--- config.mk ---
export PLATFORM = sky130hd
export DESIGN_NAME = fp_unpack_normalize
export DESIGN_NICKNAME = d
export VERILOG_FILES = /design/src/rtl/fpu_pkg.sv /design/src/rtl/fp_classify.sv /design/src/rtl/fp_unpack_normalize.sv
export SDC_FILE = /design/constraint.sdc
export NUM_CORES = 1
export LEC_CHECK = 0
export ABC_AREA = 1
export BUFFER_PORTS_ARGS = -buffer_cell sky130_fd_sc_hd__buf_2
export CORE_UTILIZATION = 50
export CTS_CLUSTER_DIAMETER = 150
export DETAILED_ROUTE_END_ITERATION = 16
export HOLD_SLACK_MARGIN = 0.06
export PLACE_DENSITY = 0.85
export SLEW_MARGIN = 20
export SYNTH_ARGS = -nofsm -noshare
export SYNTH_HDL_FRONTEND = slang
export SYNTH_SLANG_ARGS = --single-unit
--- constraint.sdc ---
create_clock -name i_clk -period 2.15 [get_ports i_clk]
set_input_delay 0.3225 -clock i_clk [delete_from_list [all_inputs] [get_ports i_clk]]
set_output_delay 0.3225 -clock i_clk [all_outputs]
set_load 0.005 [all_outputs]
--- src/rtl/fpu_pkg.sv ---
// ----------------------------------------------------------------------------
// fpu_pkg
//   Shared types and constants for the FPU operand front end.
//   - binary32 field geometry and the extended mantissa layout
//     {hidden, frac[22:0], guard[3:0]} consumed by renormalize_round.
//   - state_t    : unpack/normalize FSM encoding (IDLE, NORM, DONE).
//   - fp_class_t : operand class flags produced by fp_classify.
// ----------------------------------------------------------------------------
package fpu_pkg;

    localparam int EXP_BIAS = 127;
    localparam int EXP_MAX  = 255;
    localparam int FRAC_W   = 23;
    localparam int GUARD_W  = 4;
    localparam int MANT_W   = 28;

    typedef enum logic [1:0] {
        ST_IDLE = 2'd0,
        ST_NORM = 2'd1,
        ST_DONE = 2'd2
    } state_t;

    typedef struct packed {
        logic zero;
        logic inf;
        logic nan;
        logic sub;
    } fp_class_t;

endpackage : fpu_pkg

--- src/rtl/fp_classify.sv ---
// ----------------------------------------------------------------------------
// fp_classify
//   Combinational classifier for an IEEE-754 binary32 word.
//   Ports:
//     operand  in  32   binary32 word
//     cls      out  fp_class_t {zero, inf, nan, sub}; at most one bit set,
//                   all clear for a normal number.
// ----------------------------------------------------------------------------
module fp_classify
    import fpu_pkg::*;
(
    input  logic [31:0] operand,
    output fp_class_t   cls
);

    logic [7:0]        exp_f;
    logic [FRAC_W-1:0] frac_f;
    logic              exp_all0;
    logic              exp_all1;
    logic              frac_zero;
    // The sign plays no part in the class.
    logic              unused_sign;

    assign exp_f       = operand[30:23];
    assign frac_f      = operand[22:0];
    assign unused_sign = operand[31];

    assign exp_all0  = (exp_f == 8'd0);
    assign exp_all1  = (exp_f == 8'(EXP_MAX));
    assign frac_zero = (frac_f == '0);

    always_comb begin
        cls      = '0;
        cls.zero = exp_all0 &  frac_zero;
        cls.sub  = exp_all0 & ~frac_zero;
        cls.inf  = exp_all1 &  frac_zero;
        cls.nan  = exp_all1 & ~frac_zero;
    end

endmodule : fp_classify

--- src/rtl/fp_unpack_normalize.sv ---
// ----------------------------------------------------------------------------
// fp_unpack_normalize
//   Operand front end of the FPU datapath. Splits a binary32 word into sign,
//   signed biased exponent and a 28-bit extended mantissa
//   {hidden, frac[22:0], 4'b0}, flags zero/inf/NaN, and normalizes subnormals
//   iteratively (up to SHIFT_PER_CYC left shifts per NORM cycle, decrementing
//   the exponent by the same amount). One operand in flight.
//
//   Configuration macro: UNPACK_FTZ_EN
//     defined   : subnormal inputs flush to signed zero with o_un_fl=1 in one
//                 cycle; NORM is never entered.
//     undefined : full iterative normalization.
//
//   Handshake (both sides): a word moves on a rising clock edge where its
//   valid and the matching ready are both high. o_ready depends on i_ready
//   combinationally so a retiring result and a new operand can swap on the
//   same edge; once o_valid is high it and every data/flag output stay
//   constant until the edge where i_ready is high.
//
//   Ports:
//     i_clk, i_rst_n        clock, async active-low reset
//     i_valid, o_ready      operand handshake
//     i_operand [31:0]      binary32 operand
//     o_valid, i_ready      result handshake
//     o_sign                sign bit
//     o_exp [EXP_W-1:0]     signed biased exponent after normalization
//     o_mant [MANT_W-1:0]   extended mantissa
//     o_zero/o_inf/o_nan    class flags, mutually exclusive
//     o_un_fl               normalized exponent < 1 (input was subnormal)
//     o_state               FSM state, for observation
// ----------------------------------------------------------------------------
module fp_unpack_normalize
    import fpu_pkg::*;
#(
    parameter int SHIFT_PER_CYC = 1,   // 1, 2, 4 or 8
    parameter int EXP_W         = 10,
    parameter int MANT_W        = 28
)
(
    input  logic                    i_clk,
    input  logic                    i_rst_n,
    input  logic                    i_valid,
    output logic                    o_ready,
    input  logic [31:0]             i_operand,
    output logic                    o_valid,
    input  logic                    i_ready,
    output logic                    o_sign,
    output logic signed [EXP_W-1:0] o_exp,
    output logic [MANT_W-1:0]       o_mant,
    output logic                    o_zero,
    output logic                    o_inf,
    output logic                    o_nan,
    output logic                    o_un_fl,
    output state_t                  o_state
);

    localparam logic signed [EXP_W-1:0] EXP_ONE = EXP_W'(1);

    state_t                  state_q, state_d;
    logic                    sign_q, sign_d;
    logic signed [EXP_W-1:0] exp_q, exp_d;
    logic [MANT_W-1:0]       mant_q, mant_d;
    logic                    zero_q, zero_d;
    logic                    inf_q, inf_d;
    logic                    nan_q, nan_d;
    logic                    un_fl_q, un_fl_d;

    fp_class_t               cls;
    logic                    accept;
    logic [7:0]              op_exp;
    logic [FRAC_W-1:0]       op_frac;

    logic [3:0]              shamt;
    logic                    found_one;
    logic [MANT_W-1:0]       mant_sh;
    logic signed [EXP_W-1:0] exp_sh;

    fp_classify u_classify (
        .operand (i_operand),
        .cls     (cls)
    );

    assign op_exp  = i_operand[30:23];
    assign op_frac = i_operand[22:0];

    assign o_ready = (state_q == ST_IDLE) | ((state_q == ST_DONE) & i_ready);
    assign accept  = i_valid & o_ready;

    // Shift amount for one NORM step: leading zeros of the top SHIFT_PER_CYC
    // mantissa bits, capped at SHIFT_PER_CYC. Stopping at the first one keeps
    // the leading one from being shifted out past the hidden position.
    always_comb begin
        shamt     = 4'(SHIFT_PER_CYC);
        found_one = 1'b0;
        for (int i = 0; i < SHIFT_PER_CYC; i++) begin
            if (!found_one && mant_q[MANT_W-1-i]) begin
                shamt     = 4'(i);
                found_one = 1'b1;
            end
        end
    end

    assign mant_sh = mant_q << shamt;
    assign exp_sh  = exp_q - $signed({{(EXP_W-4){1'b0}}, shamt});

    // Next-state and datapath load/update.
    always_comb begin
        state_d = state_q;
        sign_d  = sign_q;
        exp_d   = exp_q;
        mant_d  = mant_q;
        zero_d  = zero_q;
        inf_d   = inf_q;
        nan_d   = nan_q;
        un_fl_d = un_fl_q;

        case (state_q)
            ST_IDLE, ST_DONE: begin
                if (accept) begin
                    sign_d  = i_operand[31];
                    zero_d  = 1'b0;
                    inf_d   = 1'b0;
                    nan_d   = 1'b0;
                    un_fl_d = 1'b0;
                    state_d = ST_DONE;
                    if (cls.zero) begin
                        zero_d = 1'b1;
                        exp_d  = '0;
                        mant_d = '0;
                    end else if (cls.inf) begin
                        inf_d  = 1'b1;
                        exp_d  = EXP_W'(EXP_MAX);
                        mant_d = '0;
                    end else if (cls.nan) begin
                        nan_d  = 1'b1;
                        exp_d  = EXP_W'(EXP_MAX);
                        mant_d = {1'b0, op_frac, {GUARD_W{1'b0}}};
                    end else if (cls.sub) begin
`ifdef UNPACK_FTZ_EN
                        zero_d  = 1'b1;
                        un_fl_d = 1'b1;
                        exp_d   = '0;
                        mant_d  = '0;
`else
                        // Subnormals carry the minimum normal exponent and no
                        // hidden bit; NORM slides the leading one up to bit 27.
                        exp_d   = EXP_ONE;
                        mant_d  = {1'b0, op_frac, {GUARD_W{1'b0}}};
                        state_d = ST_NORM;
`endif
                    end else begin
                        exp_d  = {{(EXP_W-8){1'b0}}, op_exp};
                        mant_d = {1'b1, op_frac, {GUARD_W{1'b0}}};
                    end
                end else if ((state_q == ST_DONE) && i_ready) begin
                    state_d = ST_IDLE;
                end
            end

            ST_NORM: begin
                mant_d = mant_sh;
                exp_d  = exp_sh;
                if (mant_sh[MANT_W-1]) begin
                    state_d = ST_DONE;
                    un_fl_d = (exp_sh < EXP_ONE);
                end
            end

            default: state_d = ST_IDLE;
        endcase
    end

    always_ff @(posedge i_clk or negedge i_rst_n) begin
        if (!i_rst_n) begin
            state_q <= ST_IDLE;
            sign_q  <= 1'b0;
            exp_q   <= '0;
            mant_q  <= '0;
            zero_q  <= 1'b0;
            inf_q   <= 1'b0;
            nan_q   <= 1'b0;
            un_fl_q <= 1'b0;
        end else begin
            state_q <= state_d;
            sign_q  <= sign_d;
            exp_q   <= exp_d;
            mant_q  <= mant_d;
            zero_q  <= zero_d;
            inf_q   <= inf_d;
            nan_q   <= nan_d;
            un_fl_q <= un_fl_d;
        end
    end

    assign o_valid = (state_q == ST_DONE);
    assign o_sign  = sign_q;
    assign o_exp   = exp_q;
    assign o_mant  = mant_q;
    assign o_zero  = zero_q;
    assign o_inf   = inf_q;
    assign o_nan   = nan_q;
    assign o_un_fl = un_fl_q;
    assign o_state = state_q;

endmodule : fp_unpack_normalize

After elaboration in Yosys (flattened, before gate mapping)
Cells that the tools add are included.
W data, S select, Z words.
Storage, ports and cells
  input port bits: 36
  register bits after elaboration: 45
  output and inout port bits: 47
Operators by class
  reduce and logical (&&, ||, !) cells: 10
  $lt $le $gt $ge: 1
  add/subtract/negate cells: 1
  shift-type cells: 1
  equality and inequality tests: 6
  bitwise gates (word level): 8
  multiplexer cells: 30
Operators by type and width (number)
  $mux W28: 5
  $pmux W28 S2: 1
  $mux W8: 4
  $shl A28 B1 Y28: 1
  $logic_not A23 Y1: 1
  $pmux W10 S2: 1
  $mux W2: 7
  $lt A10 B2 Y1 const B: 1
  $mux W10: 1
  $sub A10 B2 Y10: 1
  $mux W1: 9
  $eq A8 B8 Y1 const B: 1
  $logic_not A8 Y1: 1
  $and A1 B1 Y1: 6
  $reduce_and A2 Y1: 3
  $ne A2 B2 Y1 const B: 2
  $pmux W2 S2: 1
  $ne A3 B3 Y1 const B: 1
  $reduce_and A3 Y1: 1
  $eq A2 B1 Y1 const B: 1
  $eq A2 B2 Y1 const B: 1
  $logic_not A2 Y1: 1
  $pmux W1 S2: 1
  $reduce_bool A2 Y1: 1
  other kinds (4): 4

Depth between registers and ports, before layout
  word-level depth: 9
  mapped depth: 14
  depth with buffers taken out: 14

Cells and area by module
Synthesis repeated with hierarchy kept, for this count alone.
Second synthesis, totals
  cells, all modules: 319
  area total of the unflattened synthesis: 2528.7 um^2
By module, submodules not included
  fp_unpack_normalize: sequential area each 1101.1 um^2, cells each 280, area each 2364.8 um^2, times used 1
  fp_classify: sequential area each 0.0 um^2, cells each 39, area each 163.9 um^2, times used 1

Worst setup path after synthesis
No wires, ideal clock.
  kind: register to register
  start point: register mant_q[27], in the netlist o_mant[27]
  end point: register un_fl_q, in the netlist o_un_fl
  setup time: 120 ps
  period minus slack after synthesis: 1603 ps
  arrival: 1483 ps
  setup slack: 547 ps
  cell stages (with the launch flop): 15
  required time: 2030 ps
  cells stage by stage: dfrtp_1 inv_1 ha_1 ha_1 nand2_1 nor2_1 nand2_1 nand2_1 nand2_1 nand2_1 nor2_1 nand2_1 nand2_1 nand2_1 nand2_1
On the way
  longest elaborated chain between the ends: 5
RTL lines
  from (decl): line fp_unpack_normalize.sv:62  | logic [MANT_W-1:0] mant_q, mant_d;
  from (signal assigned): line fp_unpack_normalize.sv:187  | mant_q <= mant_d;
  $mux W1: line fp_unpack_normalize.sv:96  | if (!found_one && mant_q[MANT_W-1-i]) begin
  $sub A10 B2 Y10: line fp_unpack_normalize.sv:104  | assign exp_sh = exp_q - $signed({{(EXP_W-4){1'b0}}, shamt});
  $lt A10 B2 Y1: line fp_unpack_normalize.sv:165  | un_fl_d = (exp_sh < EXP_ONE);
  $mux W1: line fp_unpack_normalize.sv:163  | if (mant_sh[MANT_W-1]) begin
  $pmux W1 S2: line fp_unpack_normalize.sv:117  | case (state_q)
  to (signal assigned): line fp_unpack_normalize.sv:191  | un_fl_q <= un_fl_d;
  to (decl): line fp_unpack_normalize.sv:66  | logic un_fl_q, un_fl_d;
Several ways; a longest one is shown, not always the timed one. The select of a mux whose other input is x is not followed.
A chain may end at the register's enable or synchronous reset.

Worst setup path after layout
Same ends and word-level chain as after synthesis.

==> flow_summary.json <==
{
  "timing.fmax_ghz": 0.5692,
  "port_buffers": 81,
  "setup_ws_ns": 0.3931,
  "ctsHtreeMaxLevel": 2,
  "grt_use_total_pct": 23.28,
  "p_leak_nw": 1.626,
  "yosys.area.top_type": "dfrtp_1",
  "period_share_pct": 81.71,
  "dr_total_vias": 2288,
  "syn_inst": 321,
  "cts_root_buf": "clkbuf_8",
  "synth_most_common_cell": "nand2_1",
  "p_per_area_mw_per_mm2": 662.6,
  "antenna_cells": 0,
  "nNetsFinal": 442,
  "grt_max_degree": 29,
  "clk_latency_ns": 0.29,
  "status": "finished, final reports clean",
  "peakVddDrop_mv": 0.3659,
  "dieWidth_um": 71.93,
  "fin_tns_setup_ns": 0,
  "nFillCells": 409,
  "slowest_delay_ns": 0.42,
  "synth_nets": 359,
  "yosysUniqueCellTypes": 30,
  "setup_viol": 0,
  "synth.top_cells.by_area": "dfrtp_1 45%, nand2_1 10%, inv_1 10%, o22ai_1 6.9%, nor2_1 4.6%",
  "place_inst": 463,
  "cpMostUsedCell": "nand2_1",
  "cts_buffers": 5,
  "hpwlAfterDp_mm": 4.309,
  "area_growth_pct": 22.47,
  "grt_first_pass_wirelength_mm": 9.453,
  "synth_top_cells_by_count": "66 x nand2_1, 65 x inv_1, 44 x dfrtp_1",
  "initial_core_util_pct": 51.76,
  "drc": 0,
  "crit_chain": "inv_1 > ha_1 > ha_1 > nand2_1 > nor2_1 > nand2_1 > nand2_1 > nand2_1 > nand2_1 > nor2_1 > nand2_1 > nand2_1 > nand2_1 > nand2_1",
  "drt_iter0_drc": 166,
  "syn_avg_cell_area_um2": 7.616,
  "vias_per_cell": 4.847,
  "ys.flop_type": "dfrtp_1",
  "synthesis.area_mm2": 0.002445,
  "period_needed_ns": 1.757,
  "slew_viol_final": 0,
  "yosys_warnings": 0,
  "cp_slowest_cell": "dfrtp_1",
  "tightest_slew_ns": 0.5673,
  "place_ws_ns": 0.3960,
  "dieArea_mm2": 0.005173,
  "maxCapViolCount": 0,
  "hold_path.class": "in -> reg",
  "cts_buffer_depth": 2,
  "ant_nets": 0,
  "rsz0062_at_grt": "false",
  "cts_tree": "built",
  "path_class": "reg -> reg",
  "dr.pass1.iters": 8,
  "slew_headroom_pct": 62.18,
  "synth_seq_cells": 44,
  "gr-total-overflow": 0,
  "synth_edf_count": 0,
  "wl_mm": 5.655,
  "gp_congestion": 0.9081,
  "die_y_um": 71.93,
  "num_rows": 25,
  "clk_pin_slew_ns": 0.08,
  "clock-sinks": 44,
  "antenna_found_initial": 0,
  "hold_viol": 0,
  "end_kind": "register",
  "finalPower_mw": 1.984,
  "cp_data_arrival_time_ns": 1.94,
  "core-area_mm2": 0.004723,
  "synth_top_area_share_pct": 45.04,
  "crit_fanout": 4,
  "grt_pass1_vias": 2188,
  "final_cells": 472,
  "seq_area_frac_synth_pct": 45.04,
  "routedWlPerCell_um": 11.98,
  "ys_async_sr_fraction_pct": 100.0,
  "cp_data_required_time_ns": 2.34,
  "layout-drive-gt1-share_pct": 27.16,
  "io-pin-count": 83,
  "critPathLaunchType": "register",
  "skew_ns": 0.003915
}
==> final cells by class <==
type                       instances  area [µm²]  area share, %
sequential                        44        1101          36.77
multi-input combinational        195       989.7          33.05
tap                               67       83.83          2.800
timing repair buffer              89       467.9          15.63
inverter                          69       261.5          8.734
clock buffer                       8       90.09          3.009
==> cell families (layout without fill, tap and decap cells) <==
kind of cell | after synthesis | in the layout | synth area share (%)
simple gates | 121 | 121 | 20.73
buf+inv | 82 | 166 | 14.48
compound gates | 68 | 68 | 17.50
flops | 44 | 44 | 45.04
xor+xnor | 3 | 3 | 1.075
fa+ha+maj | 2 | 2 | 1.023
other cells | 1 | 1 | 0.1534
==> worst max-delay path: cells and delay by family (launching register included) <==
kind          cells  cell delay (ns)
buf+inv           1             0.09
flops             1             0.42
fa+ha+maj         2             0.43
simple gates     11             0.72
==> final timing paths <==
kind,from,to,slack (ns),cells past startpoint
max,o_mant[27],o_un_fl,0.39,14
min,i_operand[31],o_sign,0.23,3
max reg2reg,o_mant[27],o_un_fl,0.39,14
min reg2reg,o_sign,o_sign,0.48,2
max in group asynchronous,i_rst_n,o_exp[7],1.02,3
min in group asynchronous,i_rst_n,o_exp[5],0.55,2
==> registers in the layout (all words and copies together), names as in the netlist <==
signal,flops
o_sign,1
o_state,2
o_exp,10
o_un_fl,1
o_mant,27
o_nan,1
o_zero,1
o_inf,1
==> where the power goes <==
| group | leakage (nW) | internal, mW | switching (mW) |
|---|---|---|---|
| registers | 0.550 | 0.919 | 0.0664 |
| logic | 1.03 | 0.202 | 0.265 |
| clock network | 0.0455 | 0.262 | 0.269 |
==> metrics by stage <==
step	hold slack [ns]	area (µm²)	utilization (%)
final	0.2268	2994	63.39
after global routing	0.2238	2994	63.39
after CTS	0.2216	2994	63.39
after detailed placement	0.3512	2894	61.27
after global placement	0.3408	2894	61.27
after floorplan	0.02691	2445	-
==> cell usage in the layout (no fill, tap or decap), drive strengths merged <==
cell,Yosys,routed
a21o,1,1
a21oi,2,2
a31o,1,1
buf,13,88
clkbuf,0,8
conb,1,1
dfrtp,44,44
dlygate4sd3,0,1
ha,2,2
inv,69,69
nand2,69,69
nand3,10,10
nand4,6,6
nor2,34,34
nor3,2,2
o211ai,5,5
o21a,1,1
o21ai,26,26
o221ai,3,3
o22ai,28,28
o31ai,1,1
xor2,3,3
==> repair_timing <==
item,in CTS,in global routing
gates resized for setup,0,0
hold buffers,1,0
buffers inserted,0,0
endpoints found under the hold margin,23,0
==> layer usage <==
layer	share of wire (%)	GRT usage (%)	wire, µm	up-vias
met5	0	0	0	-
met4	1.4	10.68	80	0
met3	4.3	4.028	241	9
met2	46	37.11	2599	68
met1	48	31.22	2733	1013
li1	-	-	-	1198
Power figures use the tool's default switching activity.
